`src/rtl/wishbone_dcm_monitor.sv`:
```
// WISHBONE register slave exposing firmware ID/version bytes plus lock monitoring,
// sticky error flags, lock-loss counters and a timed reset pulse for up to four DCMs.
module wishbone_dcm_monitor #(
    parameter logic [31:0] ID           = "WBID",
    parameter logic [3:0]  VER_BOARD    = 4'd0,
    parameter logic [3:0]  VER_MONTH    = 4'd0,
    parameter logic [7:0]  VER_DAY      = 8'd0,
    parameter logic [3:0]  VER_MAJOR    = 4'd0,
    parameter logic [3:0]  VER_MINOR    = 4'd0,
    parameter logic [7:0]  VER_REV      = 8'd0,
    parameter int          NUM_DCM      = 1,
    parameter int          RESET_CYCLES = 100,
    parameter int          LOCK_TIMEOUT = 65535
) (
    input  logic                   clk_i,
    input  logic                   rst_n_i,
    input  logic                   cyc_i,
    input  logic                   stb_i,
    input  logic                   wr_i,
    input  logic [15:0]            adr_i,
    input  logic [7:0]             dat_i,
    output logic [7:0]             dat_o,
    output logic                   ack_o,
    output logic                   err_o,
    output logic                   rty_o,
    input  logic [NUM_DCM-1:0]     dcm_locked_i,
    input  logic [3*NUM_DCM-1:0]   dcm_status_i,
    output logic [NUM_DCM-1:0]     dcm_reset_o
);

    localparam int PCW = (RESET_CYCLES > 1) ? $clog2(RESET_CYCLES + 1) : 1;
    localparam int TCW = (LOCK_TIMEOUT > 1) ? $clog2(LOCK_TIMEOUT + 1) : 1;
    localparam logic [PCW-1:0] PULSE_LAST = PCW'(RESET_CYCLES - 1);
    localparam logic [TCW-1:0] WAIT_LAST  = TCW'(LOCK_TIMEOUT - 1);
    localparam logic [31:0] VERSION = {VER_BOARD, VER_MONTH, VER_DAY, VER_MAJOR, VER_MINOR, VER_REV};

    typedef enum logic [1:0] {
        IDLE      = 2'd0,
        PULSE     = 2'd1,
        WAIT_LOCK = 2'd2
    } state_t;

    logic       wrStb;
    logic [7:0] statRd [4];
    logic [7:0] llRd   [4];
    logic       unusedBits;

    assign wrStb      = cyc_i & stb_i & wr_i;
    assign ack_o      = cyc_i & stb_i;
    assign err_o      = 1'b0;
    assign rty_o      = 1'b0;
    assign unusedBits = ^{adr_i[15:5], dat_i[3:0]};

    for (genvar g = 0; g < 4; g++) begin : gCh
        if (g < NUM_DCM) begin : gOn
            logic           lockMeta_q, lockSync_q, lockPrev_q;
            logic [2:0]     statMeta_q, statSync_q;
            logic           lossFlag_q, lossFlag_d;
            logic           errFlag_q, errFlag_d;
            logic           toFlag_q, toFlag_d;
            logic [7:0]     llCnt_q, llCnt_d;
            state_t         state_q, state_d;
            logic [PCW-1:0] pulseCnt_q, pulseCnt_d;
            logic [TCW-1:0] waitCnt_q, waitCnt_d;
            logic           dcmReset_q;
            logic           statWr, llWr, lossEvent;

            assign statWr    = wrStb && (adr_i[4:0] == 5'(8 + g));
            assign llWr      = wrStb && (adr_i[4:0] == 5'(12 + g));
            // Lock drops are only events when we did not cause them with a reset pulse.
            assign lossEvent = lockPrev_q && !lockSync_q && (state_q == IDLE);

            // Sets are applied after clears so a coincident event is never lost.
            always_comb begin
                state_d    = state_q;
                pulseCnt_d = pulseCnt_q;
                waitCnt_d  = waitCnt_q;
                lossFlag_d = lossFlag_q;
                errFlag_d  = errFlag_q;
                toFlag_d   = toFlag_q;
                llCnt_d    = llCnt_q;

                if (statWr && dat_i[5]) lossFlag_d = 1'b0;
                if (statWr && dat_i[6]) errFlag_d  = 1'b0;
                if (statWr && dat_i[4]) toFlag_d   = 1'b0;
                if (llWr)               llCnt_d    = 8'd0;

                if (lossEvent) begin
                    lossFlag_d = 1'b1;
                    if (llWr)
                        llCnt_d = 8'd1;
                    else if (llCnt_q != 8'hFF)
                        llCnt_d = llCnt_q + 8'd1;
                end
                if (statSync_q != 3'd0) errFlag_d = 1'b1;

                case (state_q)
                    IDLE: begin
                        if (statWr && dat_i[7]) begin
                            state_d    = PULSE;
                            pulseCnt_d = '0;
                        end
                    end
                    PULSE: begin
                        if (pulseCnt_q == PULSE_LAST) begin
                            state_d   = WAIT_LOCK;
                            waitCnt_d = '0;
                        end else begin
                            pulseCnt_d = pulseCnt_q + 1'b1;
                        end
                    end
                    WAIT_LOCK: begin
                        if (lockSync_q) begin
                            state_d = IDLE;
                        end else if (waitCnt_q == WAIT_LAST) begin
                            state_d  = IDLE;
                            toFlag_d = 1'b1;
                        end else begin
                            waitCnt_d = waitCnt_q + 1'b1;
                        end
                    end
                    default: state_d = IDLE;
                endcase
            end

            always_ff @(posedge clk_i) begin
                if (!rst_n_i) begin
                    lockMeta_q <= 1'b0;
                    lockSync_q <= 1'b0;
                    lockPrev_q <= 1'b0;
                    statMeta_q <= 3'd0;
                    statSync_q <= 3'd0;
                    lossFlag_q <= 1'b0;
                    errFlag_q  <= 1'b0;
                    toFlag_q   <= 1'b0;
                    llCnt_q    <= 8'd0;
                    state_q    <= IDLE;
                    pulseCnt_q <= '0;
                    waitCnt_q  <= '0;
                    dcmReset_q <= 1'b0;
                end else begin
                    lockMeta_q <= dcm_locked_i[g];
                    lockSync_q <= lockMeta_q;
                    lockPrev_q <= lockSync_q;
                    statMeta_q <= dcm_status_i[3*g +: 3];
                    statSync_q <= statMeta_q;
                    lossFlag_q <= lossFlag_d;
                    errFlag_q  <= errFlag_d;
                    toFlag_q   <= toFlag_d;
                    llCnt_q    <= llCnt_d;
                    state_q    <= state_d;
                    pulseCnt_q <= pulseCnt_d;
                    waitCnt_q  <= waitCnt_d;
                    dcmReset_q <= (state_d == PULSE);
                end
            end

            assign statRd[g]      = {toFlag_q, errFlag_q, lossFlag_q, (state_q != IDLE),
                                     statSync_q, lockSync_q};
            assign llRd[g]        = llCnt_q;
            assign dcm_reset_o[g] = dcmReset_q;
        end else begin : gOff
            assign statRd[g] = 8'd0;
            assign llRd[g]   = 8'd0;
        end
    end

    always_comb begin
        dat_o = 8'd0;
        case (adr_i[4:2])
            3'd0:    dat_o = ID[{adr_i[1:0], 3'b000} +: 8];
            3'd1:    dat_o = VERSION[{adr_i[1:0], 3'b000} +: 8];
            3'd2:    dat_o = statRd[adr_i[1:0]];
            3'd3:    dat_o = llRd[adr_i[1:0]];
            default: dat_o = 8'd0;
        endcase
    end

endmodule

```
`config.mk`:
```
export PLATFORM = sky130hd
export DESIGN_NAME = wishbone_dcm_monitor
export DESIGN_NICKNAME = d
export VERILOG_FILES = /design/src/rtl/wishbone_dcm_monitor.sv
export SDC_FILE = /design/constraint.sdc
export NUM_CORES = 1
export LEC_CHECK = 0
export BUFFER_PORTS_ARGS = -buffer_cell sky130_fd_sc_hd__buf_2
export CAP_MARGIN = 20
export CORE_MARGIN = 2
export CORE_UTILIZATION = 59
export DETAILED_ROUTE_END_ITERATION = 6
export GPL_TIMING_DRIVEN = 1
export PLACE_DENSITY = 0.86
export SLEW_MARGIN = 5
export SYNTH_ARGS = -nofsm -noshare
export SYNTH_HDL_FRONTEND = slang
export SYNTH_SLANG_ARGS = --single-unit
```
`constraint.sdc`:
```
create_clock -name clk_i -period 5 [get_ports clk_i]
set_input_delay 0 -clock clk_i [delete_from_list [all_inputs] [get_ports clk_i]]
set_output_delay 0 -clock clk_i [all_outputs]
set_load 0.02 [all_outputs]
```
==> metrics.md <==
| Metric | Value |
|---|---|
| Status | complete, no violations |
| Initial antenna violation count | 0 |
| Drt wl/cell | 13.4 um |
| Worst slew pin tran | around 0.56 ns |
| Number of synthesized flops with an enable pin | 0 |
| Via count | 2005 |
| CTS Buf Count | 5 |
| GR Util All Layers | between 20% and 30% |
| Final Cycle Share | roughly 42% |
| CTS tree | built |
| CTS Buffer Depth | 2 |
| Initial core utilization | between 60% and 70% |
| Share of the synthesized area in the top cell type | 39.3% |
| Vias in the first global route | around 1700 |
| N_diodes | 0 |
| Share of the yosys chip area belonging to registers | between 30% and 40% |
| Top post-synthesis cells by count | dfxtp_1, nor2_1, nand2_1, nand3_1, xor2_1 |
| Setup crit start kind | flip-flop |
| Worst path arrival time | roughly 2.3 ns |
| # Max-Cap Violations | 0 |
| Post-synth ARST share | 0% |
| Ports | 45 |
| Crit path capture type | flip-flop |
| Final core utilization | between 70 and 80% |
| CTS root buffer | clkbuf_8 |
| Max-slew violation count | 0 |
| Cell Area, Placed | 0.00250 mm^2 |
| Post-synthesis register bit count | 46 |
| Congestion Overflow GR | 0 |
| Core Rows | 22 |
| Largest cells by area after synthesis | dfxtp_1, nor2_1, xor2_1 |
| First-pass GRT wire length | 7950 um |
| DR iter-0 viols | ~140 |
| Relative slew slack | 62.4% |
| Layout cells sized above 1 | about 16% |
| R2r setup slk | a little under 3 ns |
| Clock slew at reported path FFs | approximately 0.08 ns |
| Reg2Reg Launch Point | gCh[0].gOn.state_q[1] |
| Clk sinks | between 40 and 50 |
| Synth warn | 0 |
| Worst-path maximum fanout | 15 |
| Cell variety after synth | 56 |
| Cell taking the most area after synthesis | dfxtp_1 |
| Post-Route Setup TNS | 0 ns |
| Clk_lat worst skew | around 0.3 ns |
| Worst endpoint required time | roughly 5.2 ns |
| DR pass1 iterations | 4 |
| Crit path kind | flip-flop to flip-flop |
| Crit path launch | gCh[0].gOn.state_q[1] |
| Die height | around 67 um |
| RSZ-0062 raised after global routing | false |
| Most frequent cell after synthesis | dfxtp_1 |
| Pin count of the biggest net entering global routing | 27 |
| WL final | approximately 4600 um |
| Core footprint | ~0.0037 mm^2 |
| Final Wtd Congestion | about 0.86 |
| Routed vias/inst | just under 6 |
| Post-synthesis average cell area | roughly 8.8 um^2 |
| Post-route minimum period | between 2 and 2.5 ns |
| Die ar. | approximately 0.0045 mm^2 |
| Fin. Hold Viols | 0 |
| Max Clk Rate | 0.475 GHz |
| Hold slack | 0.0268 ns |
| Die Wd | about 67 um |
| Final instance area | about 0.0026 mm^2 |
| Post-route ant nets | 0 |
| Crit path capture | gCh[0].gOn.waitCnt_q[14] |
| Worst Reg-to-Reg Cells | 5 |
| Clock Skew | 0.00930 ns |
| PD cells | 259 mW/mm^2 |
| Peak VDD IR | between 150 and 200 uV |
| Remaining DRCs | 0 |
| Final HPWL DP | roughly 3200 um |
| R2r endpoint | gCh[0].gOn.waitCnt_q[14] |
| Cells after synthesis | roughly 270 |
| Final nets | 332 |
| PortBufs | 27 |
| Primary FF master, synth | dfxtp_1 |
| CTS H-tree depth | 2 |
| Finish-stage setup viols | 0 |
| Tightest Hold Check Type | input pin to flip-flop |
| Area Growth Syn to Fin | 12.9% |
| Mapped cell area | approximately 0.0023 mm^2 |
| Static Leak | about 0.00098 uW |
| Resize count post-CTS | 0 |
==> state kept, by name, indices dropped and copies added, names as in the netlist, 2 cells and up <==
name                flops
gCh.gOn.llCnt_q         8
gCh.gOn.pulseCnt_q      7
gCh.gOn.statMeta_q      3
gCh.gOn.statSync_q      3
gCh.gOn.state_q         2
gCh.gOn.waitCnt_q      16
==> layout make-up <==
class                      instances  area [um^2]
inverter                           3         11.3
timing repair buffer              32          183
multi-input combinational        207         1360
clock inverter                     2         37.5
clock buffer                       6         72.6
tap                               48         60.1
sequential                        46          921
fill                             297         1100
==> how the worst min path moves through the flow <==
stage	depth (start not counted)	slack, ns	from	endpoint
finish	4	0.03	dat_i[5]	gCh[0].gOn.lossFlag_q
global route	4	0.08	dat_i[5]	gCh[0].gOn.lossFlag_q
CTS	4	0.02	dat_i[5]	gCh[0].gOn.lossFlag_q
detailed placement	2	0.21	dcm_status_i[0]	gCh[0].gOn.statMeta_q[0]
global placement	2	0.21	dcm_status_i[2]	gCh[0].gOn.statMeta_q[2]
floorplan	1	0.08	adr_i[4]	dat_o[6]
==> where the power goes <==
group	switching [uW]	internal, uW	total [uW]
clock	124	149	273
sequential	2.55	371	373
combinational	22.8	17.0	39.7
total	149	537	686
==> timing repair <==
action | in CTS | in global routing
hold buffers | 4 | 0
buffers inserted | 0 | 0
hold endpoints to repair | 4 | 0
==> cell families (layout without fill, tap and decap cells) <==
group / after synthesis / after routing / share of synthesized area (%)
compound gates: 40 / 40 / 11.8
xor+xnor: 20 / 20 / 7.47
fa+ha+maj: 4 / 4 / 2.13
buf+inv: 13 / 43 / 2.83
flops: 46 / 46 / 39.3
mux: 9 / 9 / 3.95
other cells: 1 / 2 / 0.160
simple gates: 132 / 132 / 32.3
==> routing by layer <==
metal / track usage (%) / vias to the layer above / wire (um)
li1: - / 1010 / -
met2: 36.5 / 53 / 2200
met4: 6.89 / 0 / 40
met5: 0 / - / 0
met1: 31.3 / 938 / 2130
met3: 5.57 / 4 / 233
==> placed cells by master, fill, tap and decap left out, types with 4 or more instances in the layout <==
cell type       n
xor2_1         12
nor2_1         36
dlygate4sd3_1   4
ha_1            4
o21ai_0         8
nand4_1         7
nand3_1        13
buf_2          27
nand2_1        21
a21oi_1         7
dfxtp_1        46
nor4b_1         4
nand2b_1        4
clkbuf_8        5
nor4_1          5
nor3_1          5
xnor2_1         8
mux2i_1         7
and2_1         11
==> metrics by stage <==
step                      cells  power, uW  setup slack [ns]
after global placement      332        418              2.95
after detailed placement    332        419              2.96
after global routing        344        714              2.72
after floorplan             266        405              3.32
after CTS                   344        692              2.91
final                       344        686              2.89
==> critical path, stage by stage, from the launching register on <==
cell and delay (ns):
dfxtp_1 0.60, nor3b_2 0.49, o21a_1 0.27, o2111ai_2 0.19, or3_1 0.36, a21oi_1 0.14
Note: power is estimated with default switching activity, not from simulation.
